## src/rtl/ff_cfg_pkg.sv

```systemverilog
// Shared types and constants for the slice storage-cell configuration sequencer.
package ff_cfg_pkg;

    // Sequencer states; outputs are decoded from these alone.
    typedef enum logic [2:0] {
        ST_IDLE  = 3'd0,
        ST_LOAD  = 3'd1,
        ST_CHECK = 3'd2,
        ST_GSR   = 3'd3,
        ST_DONE  = 3'd4,
        ST_ERR   = 3'd5
    } state_e;

    // Each cell consumes FIELD_W consecutive frame bits, in this order.
    localparam int FIELD_W       = 4;
    localparam int FLD_SYNCASYNC = 0;
    localparam int FLD_FFLAT     = 1;
    localparam int FLD_INIT      = 2;
    localparam int FLD_SRHILO    = 3;

endpackage

```

## src/rtl/ff_cfg_shift_reg.sv

```systemverilog
// LSB-first serial-to-parallel shift register with a running XOR parity.
// After W shifts the first bit shifted in sits at data[0]. The parity
// accumulator has its own enable so a trailing parity bit can be folded
// into the check without disturbing the data word.
module ff_cfg_shift_reg #(
    parameter int W = 8
) (
    input  logic         clk,
    input  logic         rst,
    input  logic         clr,
    input  logic         shift_en,
    input  logic         par_en,
    input  logic         bit_in,
    output logic [W-1:0] data,
    output logic         parity
);

    // Shift new bits in at the top so the earliest bit ends up at bit 0.
    always_ff @(posedge clk or posedge rst) begin
        if (rst) begin
            data   <= '0;
            parity <= 1'b0;
        end else if (clr) begin
            data   <= '0;
            parity <= 1'b0;
        end else begin
            if (shift_en) begin
                data <= {bit_in, data[W-1:1]};
            end
            if (par_en) begin
                parity <= parity ^ bit_in;
            end
        end
    end

endmodule

```

## src/rtl/ff_cfg_startup_seq.sv

```systemverilog
// Configuration and startup sequencer for a bank of slice storage cells.
// Handshake: a configuration bit transfers on any rising edge where
// cfg_valid and cfg_ready are both high; cfg_ready is high only in LOAD,
// and a low cfg_valid simply stalls the frame with no timeout.
// Frame: 4*NUM_FF data bits LSB first, then one even-parity bit.
module ff_cfg_startup_seq
    import ff_cfg_pkg::*;
#(
    parameter int NUM_FF     = 8,
    parameter int GSR_CYCLES = 4
) (
    input  logic              clk,
    input  logic              rst,
    input  logic              cfg_start,
    input  logic              cfg_bit,
    input  logic              cfg_valid,
    output logic              cfg_ready,
    output logic [NUM_FF-1:0] syncasync_01,
    output logic [NUM_FF-1:0] fflat_01,
    output logic [NUM_FF-1:0] init01,
    output logic [NUM_FF-1:0] srhilo,
    output logic              gsr,
    output logic              gce,
    output logic              done,
    output logic              err
);

    localparam int DATA_W = FIELD_W * NUM_FF;
    localparam int CNT_W  = $clog2(DATA_W + 2);
    localparam int GSR_W  = (GSR_CYCLES > 1) ? $clog2(GSR_CYCLES + 1) : 1;

    // Index of the parity bit within the frame.
    localparam logic [CNT_W-1:0] PAR_IDX  = CNT_W'(DATA_W);
    // GSR counter counts down to zero; zero marks the last GSR cycle.
    localparam logic [GSR_W-1:0] GSR_LOAD = GSR_W'(GSR_CYCLES - 1);

    state_e             state;
    state_e             state_nxt;
    logic [CNT_W-1:0]   bit_cnt;
    logic [GSR_W-1:0]   gsr_cnt;
    logic [DATA_W-1:0]  shadow;
    logic               par_acc;
    logic               clr;
    logic               commit;
    logic               accept;
    logic               shift_en;

    assign accept   = cfg_ready && cfg_valid;
    assign shift_en = accept && (bit_cnt < PAR_IDX);

    ff_cfg_shift_reg #(
        .W (DATA_W)
    ) u_shift (
        .clk      (clk),
        .rst      (rst),
        .clr      (clr),
        .shift_en (shift_en),
        .par_en   (accept),
        .bit_in   (cfg_bit),
        .data     (shadow),
        .parity   (par_acc)
    );

    // State register.
    always_ff @(posedge clk or posedge rst) begin
        if (rst) begin
            state <= ST_IDLE;
        end else begin
            state <= state_nxt;
        end
    end

    // Next-state logic and outputs decoded from the registered state.
    always_comb begin
        state_nxt = state;
        clr       = 1'b0;
        commit    = 1'b0;
        cfg_ready = 1'b0;
        gsr       = 1'b1;
        gce       = 1'b0;
        done      = 1'b0;
        err       = 1'b0;
        case (state)
            ST_IDLE: begin
                if (cfg_start) begin
                    clr       = 1'b1;
                    state_nxt = ST_LOAD;
                end
            end
            ST_LOAD: begin
                cfg_ready = 1'b1;
                if (cfg_valid && (bit_cnt == PAR_IDX)) begin
                    state_nxt = ST_CHECK;
                end
            end
            ST_CHECK: begin
                if (!par_acc) begin
                    commit    = 1'b1;
                    state_nxt = ST_GSR;
                end else begin
                    state_nxt = ST_ERR;
                end
            end
            ST_GSR: begin
                if (gsr_cnt == '0) begin
                    state_nxt = ST_DONE;
                end
            end
            ST_DONE: begin
                gsr  = 1'b0;
                gce  = 1'b1;
                done = 1'b1;
                if (cfg_start) begin
                    clr       = 1'b1;
                    state_nxt = ST_LOAD;
                end
            end
            ST_ERR: begin
                err = 1'b1;
                if (cfg_start) begin
                    clr       = 1'b1;
                    state_nxt = ST_LOAD;
                end
            end
            default: begin
                state_nxt = ST_IDLE;
            end
        endcase
    end

    // Frame bit counter and GSR hold counter.
    always_ff @(posedge clk or posedge rst) begin
        if (rst) begin
            bit_cnt <= '0;
            gsr_cnt <= '0;
        end else begin
            if (clr) begin
                bit_cnt <= '0;
            end else if (accept) begin
                bit_cnt <= bit_cnt + 1'b1;
            end
            if (commit) begin
                gsr_cnt <= GSR_LOAD;
            end else if ((state == ST_GSR) && (gsr_cnt != '0)) begin
                gsr_cnt <= gsr_cnt - 1'b1;
            end
        end
    end

    // Commit the shadow frame to the cell mode buses; only done while gsr is high.
    always_ff @(posedge clk or posedge rst) begin
        if (rst) begin
            syncasync_01 <= '0;
            fflat_01     <= '0;
            init01       <= '0;
            srhilo       <= '0;
        end else if (commit) begin
            for (int i = 0; i < NUM_FF; i++) begin
                syncasync_01[i] <= shadow[FIELD_W*i + FLD_SYNCASYNC];
                fflat_01[i]     <= shadow[FIELD_W*i + FLD_FFLAT];
                init01[i]       <= shadow[FIELD_W*i + FLD_INIT];
                srhilo[i]       <= shadow[FIELD_W*i + FLD_SRHILO];
            end
        end
    end

endmodule

```

## config.mk

```make
export PLATFORM = sky130hd
export DESIGN_NAME = ff_cfg_startup_seq
export DESIGN_NICKNAME = d
export VERILOG_FILES = /design/src/rtl/ff_cfg_pkg.sv /design/src/rtl/ff_cfg_shift_reg.sv /design/src/rtl/ff_cfg_startup_seq.sv
export SDC_FILE = /design/constraint.sdc
export NUM_CORES = 1
export LEC_CHECK = 0
export CORE_AREA = 2 2 83 85
export DETAILED_ROUTE_END_ITERATION = 8
export DIE_AREA = 0 0 85 87
export PLACE_DENSITY = 0.73
export SLEW_MARGIN = 20
export SYNTH_ARGS = -nofsm -noshare
export SYNTH_HDL_FRONTEND = slang
export SYNTH_SLANG_ARGS = --single-unit
```

## constraint.sdc

```tcl
create_clock -name clk -period 2.3 [get_ports clk]
set_input_delay 0.23 -clock clk [delete_from_list [all_inputs] [get_ports clk]]
set_output_delay 0.23 -clock clk [all_outputs]
set_load 0.02 [all_outputs]
```

[After elaboration in Yosys (flattened, before gate mapping)]
Index checks and enable logic that the tools add are counted.
Word-level totals
  output and inout port bits: 37
  register bits: 77
Cells by class
  reductions and logical operators: 12
  multiplexer cells: 21
  magnitude comparators: 1
  eq/ne operators: 9
  bitwise gates (word level): 1
  add/subtract/negate cells: 2
Operator list (number)
  32-bit two-way mux: 2
  3-bit two-way mux: 6
  6-bit two-way mux: 2
  3-bit one-hot mux with 4 select lines: 1
  1-bit two-way mux: 10
  6-bit by 1-bit adder with 6-bit output (second input constant): 1
  3-bit by 2-bit equality test with 1-bit output (second input constant): 2
  3-bit equality test (second input constant): 2
  6-bit equality test (second input constant): 1
  3-bit zero test: 2
  6-bit < comparator (second input constant): 1
  2-bit nonzero test: 3
  1-bit logical AND: 4
  2-bit != test (second input constant): 2
  3-bit by 1-bit equality test with 1-bit output (second input constant): 1
  3-bit AND reduction: 1
  3-bit nonzero test: 1
  3-bit OR reduction: 1
  3-bit by 1-bit subtractor with 3-bit output (second input constant): 1
  2-bit by 1-bit != test with 1-bit output (second input constant): 1
  1-bit bitwise XOR: 1

[Logic depth before layout (Yosys ltp)]
  depth in word-level cells: 6
  gate-level depth with buffers: 6
  mapped depth without buffers: 6

[Cells and area by module]
Synthesis repeated with hierarchy kept, for this count alone.
Second synthesis, totals
  cell total of the unflattened synthesis: 260
  area total of the unflattened synthesis: 3413.3 sq um
Modules (own cells, without submodules)
  ff_cfg_startup_seq: cells each 151, area each 2030.7 sq um, seq. area each 1101.1 sq um, times used 1
  ff_cfg_shift_reg: cells each 109, area each 1382.6 sq um, seq. area each 825.8 sq um, times used 1

[Worst setup path after synthesis]
OpenSTA, ideal clock, no wires.
  path kind: register -> output
  start: reg state[1]
  end: out gce
  path slack: 0.839 ns
  buffers on the path: 1
  stages on the path, launching flop included: 5
  data arrival time: 1.231 ns
  cells stage by stage: dfrtp_1 nand2b_1 nand2b_1 inv_1 buf_4
Between the ends
  longest elaborated chain between the ends: 2
RTL lines
  from (decl): line ff_cfg_startup_seq.sv:37  | state_e state;
  from (signal assigned): line ff_cfg_startup_seq.sv:69  | state <= state_nxt;
  3-bit equality test
  1-bit two-way mux
  to (decl): line ff_cfg_startup_seq.sv:23  | output logic gce,
No other way between the ends.

[Worst setup path after layout]
  start: reg state[1]
  end: out done
Between the ends
  longest elaborated chain between the ends: 2
RTL lines
  3-bit equality test: line ff_cfg_startup_seq.sv:83  | case (state)
  1-bit two-way mux: line ff_cfg_startup_seq.sv:83
  to (decl): line ff_cfg_startup_seq.sv:24  | output logic done,
No other way between the ends.

==> flow_summary.yaml <==
status:
  outcome: "finished, final reports clean"
routing:
  ant_nets: 0
  wl_per_cell_um: 13.60
  first_iter_violations: 132
  via_count: 2069
  drt_pass1_iterations: 4
  drt_drc_violations_left: 0
  wirelength_um: 5616
  vias_per_cell: 5.010
worst_hold_path:
  hp-class: "in2async"
global_route:
  antenna_found_initial: 0
  grt_pass1_vias: 2148
  overflow: 0
  grt_pass1_wl_um: 10180
  grt_max_degree: 60
  grtUsageTotal_pct: 17.65
placed_design:
  gp_congestion: 0.7893
  io_buffers: 41
  hpwl_um: 3608
logic_synthesis:
  synth_nets: 295
  dominantRegCellSynth: "dfrtp_1"
  async_reset_ff_share_pct: 100.0
  synthMuxAreaShare_pct: 0.3260
  yosys-top-cells-area: "dfrtp_1, nand2_1, a22o_1, ha_1, xor2_1"
  synth_top_family_by_area: "simple AND/OR/NAND/NOR gates"
  ys_types: 30
  synth-compound-area-share_pct: 10.80
  seq_area_frac_synth_pct: 62.75
  avgSynthCellArea_um2: 10.74
  synth_top_cell_by_area: "dfrtp_1"
  synth_area_um2: 3070
  ys_seq_elements: 77
  synth_top_area_share_pct: 62.75
  synth_edf_count: 0
  synth_xor_area_share_pct: 1.997
  yosysWarnings: 0
  synth_adder_area_share_pct: 1.630
  syn_inst: 286
  synthSimpleGateAreaFrac_pct: 18.99
flow_run:
  maxCapViolations: 0
critical_path:
  critPathTopFamily: "buffers and inverters"
  r2r-end: "u_shift.data[13]"
  crit_slowest_cell: "clkdlybuf4s50_1"
  cp_common_cell: "nand2b_1"
  ff2ff_path_depth: 4
  worstSetupPathType: "reg2out"
  start_kind: "flip-flop"
  r2r-start: "state[0]"
  crit_fanout: 9
  critPathRequiredTime_ns: 2.07
  crit_buf_inv: 2
  endpoint_kind: "output port"
  r2r_slack_ns: 0.39
  path_cells: "nand2b_1, nand2b_1, inv_1, clkdlybuf4s50_1"
  crit_path_max_incr_delay_ns: 0.60
  crit_arrival_ns: 1.85
clock_network:
  cts_resized: 0
  postCtsSetupRepairBufs: 0
  cts_max_path_buffers: 2
  clkLatencyLatePin_ns: 0.34
  cts_made_buffers: 9
  cts-root-buf: "clkbuf_8"
  cts_sinks: 77
  cts.htree.levels: 3
  tritoncts: "done"
  clk_pin_slew_ns: 0.07
  cts_hold_buf: 0
sta:
  setup_violations: 0
  post-route-period-util_pct: 90.23
  finalHoldViolCount: 0
  drv_slew: 0
  worst_slew_margin_rel_pct: 34.96
  skew_ns: 0.005429
  setup_tns_ns: 0
  tightest_slew_ns: 0.9756
  rsz0062_at_grt: "false"
  max_freq_mhz: 481.8
  period_needed_ns: 2.075
pwr:
  pwr-share-comb_pct: 17.1
  switching_share_pct: 29.41
  p_per_area_nw_per_um2: 933.4
  p_total_mw: 3.516
  switching_power_mw: 1.034
  p_seq_share_pct: 53.8
  p_leak_nw: 1.905
  intPower_mw: 2.482
  power_frac_clock_pct: 29.1
  peakVddDrop_mv: 0.5854
floorplan:
  rows: 30
  io_pins: 42
  core_um2: 6569
  dieArea_um2: 7395
  die_w_um: 85
  die_y_um: 87
  start_util_pct: 46.74
layout:
  antenna_cells: 0
  n_fill_cell: 562
  seqCellArea_um2: 1927
  layout.nets: 338
  drive_gt1_share_pct: 7.508
  area_growth_pct: 22.70
  multi_input_area_um2: 1042
  utilization_pct: 57.35
layout by cell type, fill, tap and decap left out, types with 3 or more instances in the layout:
cell type / synthesis / routed
clkbuf_8: 0 / 11
inv_1: 8 / 7
ha_1: 4 / 4
a22o_1: 32 / 32
buf_4: 4 / 5
nor2_1: 10 / 10
nand2_1: 103 / 103
clkdlybuf4s50_1: 0 / 41
o22ai_1: 3 / 3
nand4_1: 3 / 3
nand2b_1: 5 / 5
dfrtp_1: 77 / 77
xor2_1: 5 / 5
power groups by stage:
stage	clock [mW]	sequential (mW)	combinational (mW)
floorplan	0	1.83	0.528
global placement	0	1.91	0.588
detailed placement	0	1.92	0.611
CTS	1.05	1.89	0.612
global route	1.11	1.94	0.687
finish	1.02	1.89	0.600
cell families (layout without fill, tap and decap cells):
logic type                 after synthesis  after routing
AOI/OAI and AO/OA                       40             40
xor gates and xnor gates                 7              7
adders and majority gates                4              4
buffers and inverters                   23             70
DFF                                     77             77
muxes                                    1              1
and+or+nand+nor                        134            134
per-layer routing:
metal	GRT usage [%]	vias up	wire length, um
li1	-	1035	-
met1	24.14	993	2732
met2	26.70	35	2607
met3	5.213	6	204
met4	6.926	0	70
met5	0	-	0
sequential cells by signal (all words and copies together) (netlist names):
name	cells
bit_cnt	6
fflat_01	8
gsr_cnt	3
init01	8
srhilo	8
state	3
syncasync_01	8
u_shift.data	32
u_shift.parity	1
cell type report:
class,count,area share (%)
tap,80,2.657
multi-input combinational,186,27.67
timing repair buffer,47,12.42
inverter,8,0.7971
clock inverter,3,1.196
clock buffer,12,4.118
sequential,77,51.15
worst max path at each step:
| stage | start | cells after the start | end | slack (ns) |
|---|---|---|---|---|
| 2_1_floorplan | rst | 1 | bit_cnt[0] | 0.10 |
| 5_1_grt | state[1] | 4 | done | 0.11 |
| 6_report | state[1] | 4 | done | 0.22 |
| 3_3_place_gp | state[0] | 4 | u_shift.data[17] | 0.42 |
| 4_1_cts | state[1] | 4 | done | 0.21 |
| 3_5_place_dp | state[0] | 4 | u_shift.data[13] | 0.39 |
through the flow:
step | hold WS (ns) | std cells | setup slack, ns | area, um2
floorplan | 0.3191 | 286 | 0.1033 | 3070
detailed placement | 0.4614 | 398 | 0.3908 | 3567
CTS | 0.2016 | 413 | 0.2123 | 3767
global route | 0.2217 | 413 | 0.1132 | 3767
global placement | 0.4515 | 398 | 0.4225 | 3567
finish | 0.1976 | 413 | 0.2246 | 3767
cell usage after synthesis (3+ instances only):
cell type and number:
nand2_1 103, xor2_1 5, nand4_1 3, clkbuf_1 6, dfrtp_1 77, buf_4 4, o22ai_1 3, ha_1 4
nand2b_1 5, nor2_1 10, inv_1 8, buf_2 5, a22o_1 32
Power figures use the tool's default switching activity.
